--- src/rtl/ram_cmd_pkg.sv ---
// Shared definitions for the command-RAM arbiter: command width, opcodes, FSM states.
package ram_cmd_pkg;

   localparam int unsigned CMD_W = 10;

   localparam logic [1:0] OP_WADDR = 2'b00;
   localparam logic [1:0] OP_WDATA = 2'b01;
   localparam logic [1:0] OP_RADDR = 2'b10;
   localparam logic [1:0] OP_READ  = 2'b11;

   typedef enum logic [1:0] {
      IDLE   = 2'd0,
      LOCKED = 2'd1,
      RD_W1  = 2'd2,
      RD_W2  = 2'd3
   } state_t;

endpackage

--- src/rtl/ram_cmd_arbiter_if.sv ---
// Requester and RAM-side bus of the command arbiter; slave is the arbiter's view.
interface ram_cmd_arbiter_if #(
   parameter int unsigned ADDER_SIZE = 8
);
   import ram_cmd_pkg::*;

   logic [CMD_W-1:0]      req0_din;
   logic                  req0_valid;
   logic                  req0_ready;
   logic [ADDER_SIZE-1:0] req0_rdata;
   logic                  req0_rvalid;

   logic [CMD_W-1:0]      req1_din;
   logic                  req1_valid;
   logic                  req1_ready;
   logic [ADDER_SIZE-1:0] req1_rdata;
   logic                  req1_rvalid;

   logic [CMD_W-1:0]      ram_din;
   logic                  ram_rx_valid;
   logic [ADDER_SIZE-1:0] ram_dout;
   logic                  ram_tx_valid;

   modport master (
      output req0_din, req0_valid, req1_din, req1_valid, ram_dout, ram_tx_valid,
      input  req0_ready, req0_rdata, req0_rvalid,
      input  req1_ready, req1_rdata, req1_rvalid,
      input  ram_din, ram_rx_valid
   );

   modport slave (
      input  req0_din, req0_valid, req1_din, req1_valid, ram_dout, ram_tx_valid,
      output req0_ready, req0_rdata, req0_rvalid,
      output req1_ready, req1_rdata, req1_rvalid,
      output ram_din, ram_rx_valid
   );

endinterface

--- src/rtl/rr_arb2.sv ---
// Two-way round-robin select; a held lock forces the selection to the lock owner.
module rr_arb2 (
   input  logic [1:0] valid,
   input  logic       last,
   input  logic       lock_en,
   input  logic       lock_owner,
   output logic       sel,
   output logic       gnt
);

   always_comb begin
      sel = 1'b0;
      gnt = 1'b0;
      if (lock_en) begin
         sel = lock_owner;
         gnt = valid[lock_owner];
      end else begin
         gnt = |valid;
         // On a tie the requester that did not win last time is chosen
         if (&valid) sel = ~last;
         else        sel = valid[1];
      end
   end

endmodule

--- src/rtl/ram_cmd_arbiter.sv ---
// Arbitrates two command streams onto one single-port command RAM, locking the grant
// from an address command to its data/read command and routing read data back.
module ram_cmd_arbiter
   import ram_cmd_pkg::*;
#(
   parameter int unsigned ADDER_SIZE   = 8,
   parameter int unsigned LOCK_TIMEOUT = 16
) (
   input  logic            clk,
   input  logic            rst_n,
   ram_cmd_arbiter_if.slave bus,
   output logic            lock_timeout
);

   localparam int unsigned TW = ($clog2(LOCK_TIMEOUT) > 0) ? $clog2(LOCK_TIMEOUT) : 1;
   localparam logic [TW-1:0] TO_MAX = TW'(LOCK_TIMEOUT - 1);

   state_t           state;
   logic             last;
   logic             owner;
   logic             reader;
   logic [TW-1:0]    timer;

   logic             sel;
   logic             gnt;
   logic             open;
   logic             accept;
   logic [CMD_W-1:0] cmd;
   logic [1:0]       op;

   rr_arb2 u_rr_arb2 (
      .valid      ({bus.req1_valid, bus.req0_valid}),
      .last       (last),
      .lock_en    (state == LOCKED),
      .lock_owner (owner),
      .sel        (sel),
      .gnt        (gnt)
   );

   assign open   = (state == IDLE) || (state == LOCKED);
   assign accept = open && gnt;
   assign cmd    = sel ? bus.req1_din : bus.req0_din;
   assign op     = cmd[CMD_W-1:CMD_W-2];

   assign bus.req0_ready = accept && !sel;
   assign bus.req1_ready = accept && sel;

   always_ff @(posedge clk) begin
      if (!rst_n) begin
         state            <= IDLE;
         last             <= 1'b1;
         owner            <= 1'b0;
         reader           <= 1'b0;
         timer            <= '0;
         lock_timeout     <= 1'b0;
         bus.ram_din      <= '0;
         bus.ram_rx_valid <= 1'b0;
         bus.req0_rdata   <= '0;
         bus.req0_rvalid  <= 1'b0;
         bus.req1_rdata   <= '0;
         bus.req1_rvalid  <= 1'b0;
      end else begin
         bus.ram_rx_valid <= accept;
         if (accept) bus.ram_din <= cmd;
         bus.req0_rvalid <= 1'b0;
         bus.req1_rvalid <= 1'b0;
         lock_timeout    <= 1'b0;

         case (state)
            IDLE: begin
               if (accept) begin
                  if (bus.req0_valid && bus.req1_valid) last <= sel;
                  case (op)
                     OP_WADDR, OP_RADDR: begin
                        state <= LOCKED;
                        owner <= sel;
                        timer <= '0;
                     end
                     OP_READ: begin
                        state  <= RD_W1;
                        reader <= sel;
                     end
                     default: state <= IDLE;
                  endcase
               end
            end

            LOCKED: begin
               // The completion opcode is not matched against the address opcode:
               // any data/read from the owner ends the lock and the RAM executes it.
               if (accept) begin
                  case (op)
                     OP_WDATA: state <= IDLE;
                     OP_READ: begin
                        state  <= RD_W1;
                        reader <= owner;
                     end
                     default: timer <= '0;
                  endcase
               end else if (timer == TO_MAX) begin
                  state        <= IDLE;
                  lock_timeout <= 1'b1;
               end else begin
                  timer <= timer + TW'(1);
               end
            end

            RD_W1: state <= RD_W2;

            RD_W2: begin
               if (reader) begin
                  bus.req1_rdata  <= bus.ram_dout;
                  bus.req1_rvalid <= 1'b1;
               end else begin
                  bus.req0_rdata  <= bus.ram_dout;
                  bus.req0_rvalid <= 1'b1;
               end
               state <= IDLE;
            end

            default: state <= IDLE;
         endcase
      end
   end

endmodule

--- src/flat_wrapper.sv ---
// flat-port wrapper written by rule: the top's interface ports become plain ports
module ram_cmd_arbiter_flat import ram_cmd_pkg::*;
#(
   parameter int unsigned ADDER_SIZE   = 8,
   parameter int unsigned LOCK_TIMEOUT = 16
)
  (clk, rst_n, lock_timeout, bus_req0_din, bus_req0_valid, bus_req1_din, bus_req1_valid, bus_ram_dout, bus_ram_tx_valid, bus_req0_ready, bus_req0_rdata, bus_req0_rvalid, bus_req1_ready, bus_req1_rdata, bus_req1_rvalid, bus_ram_din, bus_ram_rx_valid);
  ram_cmd_arbiter_if #(.ADDER_SIZE(ADDER_SIZE)) bus_i ();
  input  logic clk;
  input  logic rst_n;
  output logic lock_timeout;
  input wire logic [$bits(bus_i.req0_din)-1:0] bus_req0_din;
  input wire logic [$bits(bus_i.req0_valid)-1:0] bus_req0_valid;
  input wire logic [$bits(bus_i.req1_din)-1:0] bus_req1_din;
  input wire logic [$bits(bus_i.req1_valid)-1:0] bus_req1_valid;
  input wire logic [$bits(bus_i.ram_dout)-1:0] bus_ram_dout;
  input wire logic [$bits(bus_i.ram_tx_valid)-1:0] bus_ram_tx_valid;
  output wire logic [$bits(bus_i.req0_ready)-1:0] bus_req0_ready;
  output wire logic [$bits(bus_i.req0_rdata)-1:0] bus_req0_rdata;
  output wire logic [$bits(bus_i.req0_rvalid)-1:0] bus_req0_rvalid;
  output wire logic [$bits(bus_i.req1_ready)-1:0] bus_req1_ready;
  output wire logic [$bits(bus_i.req1_rdata)-1:0] bus_req1_rdata;
  output wire logic [$bits(bus_i.req1_rvalid)-1:0] bus_req1_rvalid;
  output wire logic [$bits(bus_i.ram_din)-1:0] bus_ram_din;
  output wire logic [$bits(bus_i.ram_rx_valid)-1:0] bus_ram_rx_valid;
  assign bus_i.req0_din = bus_req0_din;
  assign bus_i.req0_valid = bus_req0_valid;
  assign bus_i.req1_din = bus_req1_din;
  assign bus_i.req1_valid = bus_req1_valid;
  assign bus_i.ram_dout = bus_ram_dout;
  assign bus_i.ram_tx_valid = bus_ram_tx_valid;
  assign bus_req0_ready = bus_i.req0_ready;
  assign bus_req0_rdata = bus_i.req0_rdata;
  assign bus_req0_rvalid = bus_i.req0_rvalid;
  assign bus_req1_ready = bus_i.req1_ready;
  assign bus_req1_rdata = bus_i.req1_rdata;
  assign bus_req1_rvalid = bus_i.req1_rvalid;
  assign bus_ram_din = bus_i.ram_din;
  assign bus_ram_rx_valid = bus_i.ram_rx_valid;
  ram_cmd_arbiter #(.ADDER_SIZE(ADDER_SIZE), .LOCK_TIMEOUT(LOCK_TIMEOUT)) u_core (.clk(clk), .rst_n(rst_n), .bus(bus_i), .lock_timeout(lock_timeout));
endmodule
--- config.mk ---
export PLATFORM = sky130hd
export DESIGN_NAME = ram_cmd_arbiter_flat
export DESIGN_NICKNAME = d
export VERILOG_FILES = /design/src/rtl/ram_cmd_pkg.sv /design/src/rtl/ram_cmd_arbiter_if.sv /design/src/rtl/rr_arb2.sv /design/src/rtl/ram_cmd_arbiter.sv /design/src/flat_wrapper.sv
export SDC_FILE = /design/constraint.sdc
export NUM_CORES = 1
export LEC_CHECK = 0
export CAP_MARGIN = 20
export CORE_UTILIZATION = 46
export CTS_CLUSTER_SIZE = 30
export DETAILED_ROUTE_END_ITERATION = 8
export GPL_TIMING_DRIVEN = 0
export MAX_ROUTING_LAYER = met4
export PLACE_DENSITY = 0.84
export RECOVER_POWER = 100
export SYNTH_ARGS = -nofsm -noshare
export SYNTH_HDL_FRONTEND = slang
export SYNTH_SLANG_ARGS = --single-unit
--- constraint.sdc ---
create_clock -name clk -period 4.4 [get_ports clk]
set_clock_uncertainty 0.15 [all_clocks]
set_input_delay 0.44 -clock clk [delete_from_list [all_inputs] [get_ports clk]]
set_output_delay 0.44 -clock clk [all_outputs]
set_load 0.1 [all_outputs]
==> results.md, run 1 <==
- Ys Warns: 0
- Post-Place Cells: approximately 300
- Data arrival, critical path: ~3.5 ns
- Yosys top cell by area: dfxtp_1
- CP Class: in -> out
- Post-synth top cells: 40 x nand2_1, 39 x dfxtp_1, 21 x nor2_1
- Outcome: complete, no violations
- Metal2 WL: just under 2 mm
- Share of cells above drive strength 1: around 5.7%
- N_diodes: 0
- Ranking of synthesized cells by area: dfxtp_1 47%, nand2_1 9.0%, mux2i_1 7.8%, a21oi_1 5.4%, a211oi_1 4.9%
- Synthesized cell area: 1675 sq um
- CTS buffer count: 5
- Part of the cycle the worst path needs: a little over 90%
- MaxCap Viol Count: 0
- Most frequent cell after synthesis: nand2_1
- Startpoint types: primary input
- Top_reg_cell synth: dfxtp_1
- Area grow syn2layout: 44.88%
- CP max stage delay: between 1 and 1.5 ns
- Largest net degree at the start of global routing: 13
- Worst hold-check path type: in -> reg
- Core ar.: roughly 3400 sq um
- Final ANT Viol Nets: 0
- Residual DRC count: 0
- Final net count: 298
- Max Slew Vio Count: 0
- Number of DRC markers in iteration 0: around 90
- Fmax: 0.2452 GHz
- Post-CTS Repair Setup Buffers: 0
- Top-area cell type share of the netlist area: between 40% and 50%
- Post-detail-place hpwl: approximately 2.9 mm
- Vias in the first global route: roughly 1,500
- Post-Synthesis Cells: around 200
- Final Hold Fails: 0
- Post-Syn Nets: 229
- Met1 WL: 1.753 mm
- All-layer global routing usage: between 20% and 30%
- Row count: 21
- Pre-Repair DR Iteration Count: 4
- CTS tree: yes
- TNS Setup: 0 ns
- Sink Count: 39
- H-tree level count: 2
- Initial Utilization: 49.05%
- Pwr dens: 421.3 nW/um^2
- Global-route wire length before repair: slightly below 7 mm
- Worst path slowest cell: clkdlybuf4s50_1
- Worst-margin pin slew: roughly 1 ns
- PortBufs: 62
- Die area: 3888 sq um
- LEAKAGE: around 0.001 uW
- Top Ports: between 60 and 70
- Final WL: between 4 and 5 mm
- WP data required: roughly 3.8 ns
- Post-CTS Hold Buffers: 0
- RSZ-0062 raised after global routing: no
- Root Buffer: clkbuf_4
- Mean Syn Cell Area: 8.592 sq um
- Peak supply drop: about 0.27 mV
- Met3 WL: 224 microns
- Non-Filler Instances: between 300 and 400
- Die Y: slightly above 60 microns
- Crit-path cells: dlygate4sd3_1 > mux2i_1 > a211oi_2 > clkbuf_1 > and2_1 > clkdlybuf4s50_1
- CTS clk-pin slew, worst paths: between 0.1 and 0.15 ns
- Sequential area share after synthesis: around 47%
- Yosys reg bits: 39
- Post-CTS Resized: 0
- Filler cell count in the final layout: 294
- Initial antenna violation count: 0
- Critical path endpoint category: output pin
- Die Wd: about 62 microns
- Period minus WS final: around 4.1 ns
- Slew HR: 32.94%
- Post-synth ARST share: 0%
- Highest Signal Layer: met4
- Critical Path Fanout Max: 10
- Post-synth EDFFs: 0
- Synth cell types: 38
- Setup violations, final: 0
- WL/cell: 12.89 microns
- Gr ovfl total: 0
- Gp weighted congestion: around 0.85
- Via count: approximately 1,600
- Clock Latency Late Sink: about 0.35 ns
- Max clock buf depth: 2
- Via density: 5.203
## critical path, delay by kind of cell
family | cells | cell delay, ns
AOI/OAI and AO/OA | 1 | 0.46
muxes | 1 | 0.19
buffers and inverters | 3 | 2.20
and+or+nand+nor | 1 | 0.19
## kinds of logic (layout without fill, tap and decap cells)
| kind of cell | Yosys count | count (layout) | share of synthesized area [%] |
|---|---|---|---|
| buffers and inverters | 12 | 82 | 3.510 |
| multiplexers | 13 | 13 | 7.767 |
| AO/OA/AOI/OAI | 49 | 49 | 19.94 |
| AND/OR/NAND/NOR | 80 | 80 | 20.91 |
| adder cells (fa/ha/maj) | 1 | 1 | 0.7467 |
| XOR/XNOR | 1 | 1 | 0.5229 |
| flip-flops | 39 | 39 | 46.60 |
## routing by layer
metal	vias to the layer above	track usage, %
met1	733	26.27
met2	56	39.56
met4	0	6.977
met3	5	5.331
met5	-	-
li1	824	-
## cell type report
type                       count  area (sq um)  area share [%]
tap                           46         57.56           2.371
multi-input combinational    144         824.5           33.97
sequential                    39         780.7           32.16
buffer                        11         53.80           2.216
clock inverter                 2         35.03           1.443
timing repair buffer          62         620.6           25.57
clock buffer                   6         51.30           2.113
inverter                       1         3.754          0.1546
## stage by stage
step | setup WS [ns] | cell area, sq um | util, % | power [uW] | hold slack [ns]
2_1_floorplan | 1.531 | 1675 | - | 684.6 | 0.3017
3_3_place_gp | 0.4135 | 2354 | 68.90 | 783.0 | 0.2921
3_5_place_dp | 0.4347 | 2354 | 68.90 | 786.5 | 0.2978
4_1_cts | 0.4209 | 2440 | 71.43 | 1036 | 0.2507
5_1_grt | 0.1178 | 2427 | 71.06 | 1066 | 0.2931
6_report | 0.3222 | 2427 | 71.06 | 1023 | 0.2436
## placed cells by master, fill, tap and decap left out, types with 2 or more instances in the layout
cell type        synthesis  final
a211oi_1                11     11
a21oi_1                 18     19
a221oi_1                 2      2
a41oi_1                  2      2
and2_1                   2      2
and3_1                   5      5
clkbuf_1                 7      8
clkbuf_4                 0      5
clkdlybuf4s50_1          0     30
dfxtp_1                 39     39
dlygate4sd3_1            0     32
mux2i_1                 13     13
nand2_1                 40     40
nand3_1                  3      3
nor2_1                  21     21
nor2b_1                  2      2
o21ai_0                  5      6
## worst paths after layout
check | depth (start not counted) | start | endpoint | slack (ns)
max reg2reg | 6 | u_core.state[0] | u_core.timer[0] | 1.83
min reg2reg | 2 | u_core.bus.req1_rdata[1] | u_core.bus.req1_rdata[1] | 0.31
min | 2 | rst_n | u_core.last | 0.24
max | 6 | bus_req0_valid | bus_req0_ready | 0.32
## flip-flops by register name, indices dropped and copies added (netlist names)
| register | count |
|---|---|
| u_core.last | 1 |
| u_core.state | 2 |
| u_core.bus.req1_rdata | 8 |
| u_core.timer | 4 |
| u_core.bus.ram_rx_valid | 1 |
| u_core.reader | 1 |
| u_core.bus.req1_rvalid | 1 |
| u_core.bus.req0_rvalid | 1 |
| u_core.owner | 1 |
| u_core.bus.ram_din | 10 |
| u_core.lock_timeout | 1 |
| u_core.bus.req0_rdata | 8 |
## power breakdown
part	internal [uW]	leakage, uW	switching, uW	total [uW]
Clock	134	0.0000482	120	254
Combinational	106	0.000664	271	377
Sequential	379	0.000318	12.2	392
No activity file was read; power rests on OpenSTA's default activity.
==> run 2, diff against run 1 <==
--- a/config.mk
+++ b/config.mk
@@ -13,6 +13,7 @@
 export MAX_ROUTING_LAYER = met4
 export PLACE_DENSITY = 0.84
 export RECOVER_POWER = 100
+export REMOVE_ABC_BUFFERS = 1
 export SYNTH_ARGS = -nofsm -noshare
 export SYNTH_HDL_FRONTEND = slang
 export SYNTH_SLANG_ARGS = --single-unit
==> results.md, run 2 (synthesis results as in run 1) <==
- Gr ovfl total: 0 (unchanged)
- Gp weighted congestion: 0.8146 (-4.1%)
- Post-CTS Hold Buffers: 0 (unchanged)
- Area grow syn2layout: 41.15%
- Metal2 WL: 1.956 mm (-1.5%)
- Data arrival, critical path: 3.41 ns (-0.08 ns)
- Vias in the first global route: 1,463 (-2.5%)
- Final WL: 3.954 mm (-1.3%)
- Slew HR: 32.30% (-0.64 points)
- RSZ-0062 raised after global routing: no
- Core ar.: 3416 sq um (unchanged)
- CP most frequent cell: dlygate4sd3_1
- Top reg by flops: u_core.bus.ram_din
- Clock Latency Late Sink: 0.34 ns (about the same)
- CTS buffer count: 5 (unchanged)
- Final Util: 69.23% (-1.8 points)
- TNS Setup: 0 ns (unchanged)
- Die area: 3888 sq um (unchanged)
- CTS tree: yes
- Peak supply drop: 0.3060 mV (+14%)
- Largest regs: u_core.bus.ram_din (10), u_core.bus.req0_rdata (8), u_core.bus.req1_rdata (8)
- Worst hold-check path type: reg -> reg
- Row count: 21 (unchanged)
- Post-detail-place hpwl: 2.812 mm (-3.4%)
- All-layer global routing usage: 22.82% (-0.086 points)
- Initial antenna violation count: 0 (unchanged)
- Worst r2r path cells: 5 (-1)
- Top Ports: 65 (unchanged)
- Period minus WS final: 3.996 ns (-0.08174 ns)
- Most common cell after layout, fill and taps aside: nand2_1
- H-tree level count: 2 (unchanged)
- Commonest cells after routing, fill and taps aside: 40 x nand2_1, 39 x dfxtp_1, 34 x dlygate4sd3_1, 29 x clkdlybuf4s50_1, 21 x nor2_1
- Fmax: 0.2502 GHz (+2.0%)
- Part of the cycle the worst path needs: 90.82% (-1.9 points)
- Max clock buf depth: 2 (unchanged)
- Cell depth of the worst min-delay path: 2 (unchanged)
- LEAKAGE: 0.0009994 uW (-3.0%)
- Sink Count: 39 (unchanged)
- Outcome: complete, no violations
- Die Y: 62.35 microns (unchanged)
- Final ANT Viol Nets: 0 (unchanged)
- CP Class: in -> out
- Hold path start: u_core.bus.req0_rdata[3]
- Crit-path cells: dlygate4sd3_1 > mux2i_1 > a211oi_2 > and2_1 > dlygate4sd3_1
- Critical Path Fanout Max: 13 (+3)
- Max Slew Vio Count: 0 (unchanged)
- Worst-margin pin slew: 1.012 ns (+0.009550 ns)
- Via count: 1,605 (-0.80%)
- Startpoint types: primary input
- CTS clk-pin slew, worst paths: 0.11 ns (about the same)
- WL/cell: 13.14 microns (+1.9%)
- N_diodes: 0 (unchanged)
- PortBufs: 63 (+1.6%)
- Pwr dens: 399.2 nW/um^2 (-5.2%)
- WP data required: 3.81 ns (about the same)
- Via density: 5.332 (+2.5%)
- Largest net degree at the start of global routing: 33 (+20)
- Max reg flops: 10 (unchanged)
- Number of DRC markers in iteration 0: 96 (+9.1%)
- Worst r2r dst: u_core.state[0]
- MaxCap Viol Count: 0 (unchanged)
- Die Wd: 62.35 microns (unchanged)
- Met3 WL: 239 microns (+6.7%)
- Final Hold Fails: 0 (unchanged)
- Global-route wire length before repair: 6.748 mm (-1.2%)
- R2R setup slack: 1.87 ns (+0.04 ns)
- Worst hold path endpoint: u_core.bus.req0_rdata[3]
- Pre-Repair DR Iteration Count: 4 (unchanged)
- Final net count: 289 (-3.0%)
- Critical path endpoint category: output pin
- Share of cells above drive strength 1: 4.314% (-1.3 points)
- R2R Path Start: u_core.state[1]
- Post-CTS Repair Setup Buffers: 0 (unchanged)
- Worst path slowest cell: dlygate4sd3_1
- Met1 WL: 1.704 mm (-2.8%)
- Post-CTS Resized: 0 (unchanged)
- Root Buffer: clkbuf_4
- Setup violations, final: 0 (unchanged)
- Highest Signal Layer: met4
- Residual DRC count: 0 (unchanged)
- CP max stage delay: 1.20 ns (+0.08 ns)
- Initial Utilization: 49.05% (unchanged)
[run 2: layer usage]
layer,vias up,GRT usage (%)
li1,801,-
met1,731,26.35
met2,66,37.77
met3,7,6.066
met4,0,8.721
met5,-,-
[run 2: per-stage QoR]
| step | instances | hold WS (ns) | worst slack, ns | power, uW | area (sq um) |
|---|---|---|---|---|---|
| after global routing | 301 | 0.3368 | 0.1761 | 992.7 | 2365 |
| after global placement | 293 | 0.2921 | 0.07517 | 771.4 | 2308 |
| after CTS | 301 | 0.3140 | 0.4540 | 963.6 | 2376 |
| after detailed placement | 294 | 0.2983 | 0.4770 | 780.6 | 2320 |
| final | 301 | 0.3094 | 0.4040 | 944.0 | 2365 |
| after floorplan | 184 | 0.3017 | 1.515 | 674.4 | 1620 |
[run 2: worst max-delay path by stage]
stage	start	end	slack, ns
floorplan	bus_req1_valid	bus_req0_ready	1.51
global placement	bus_req0_valid	bus_req0_ready	0.08
detailed placement	bus_req0_valid	bus_req0_ready	0.48
CTS	bus_req0_valid	bus_req0_ready	0.45
global route	bus_req0_valid	bus_req0_ready	0.18
finish	bus_req0_valid	bus_req0_ready	0.40
[run 2: worst max-delay path: cells and delay by family]
kind            cells  cell delay [ns]
simple gates        1             0.22
compound gates      1             0.73
buf+inv             2             1.83
mux                 1             0.19
[run 2: report_power, final]
| group | total, uW | internal (uW) | leakage [uW] | switching [uW] |
|---|---|---|---|---|
| sequential | 399 | 379 | 0.000318 | 19.7 |
| clock | 184 | 74.0 | 0.0000341 | 110 |
| combinational | 361 | 99.9 | 0.000647 | 261 |
[run 2: area by class of cell]
type                            count  area (sq um)
Tap cell                           46         57.56
Multi-Input combinational cell    144         832.0
Inverter                            1         3.754
Clock inverter                      1         5.005
Sequential cell                    39         780.7
Clock buffer                        6         51.30
Fill cell                         301          1051
Timing Repair Buffer               64         634.4
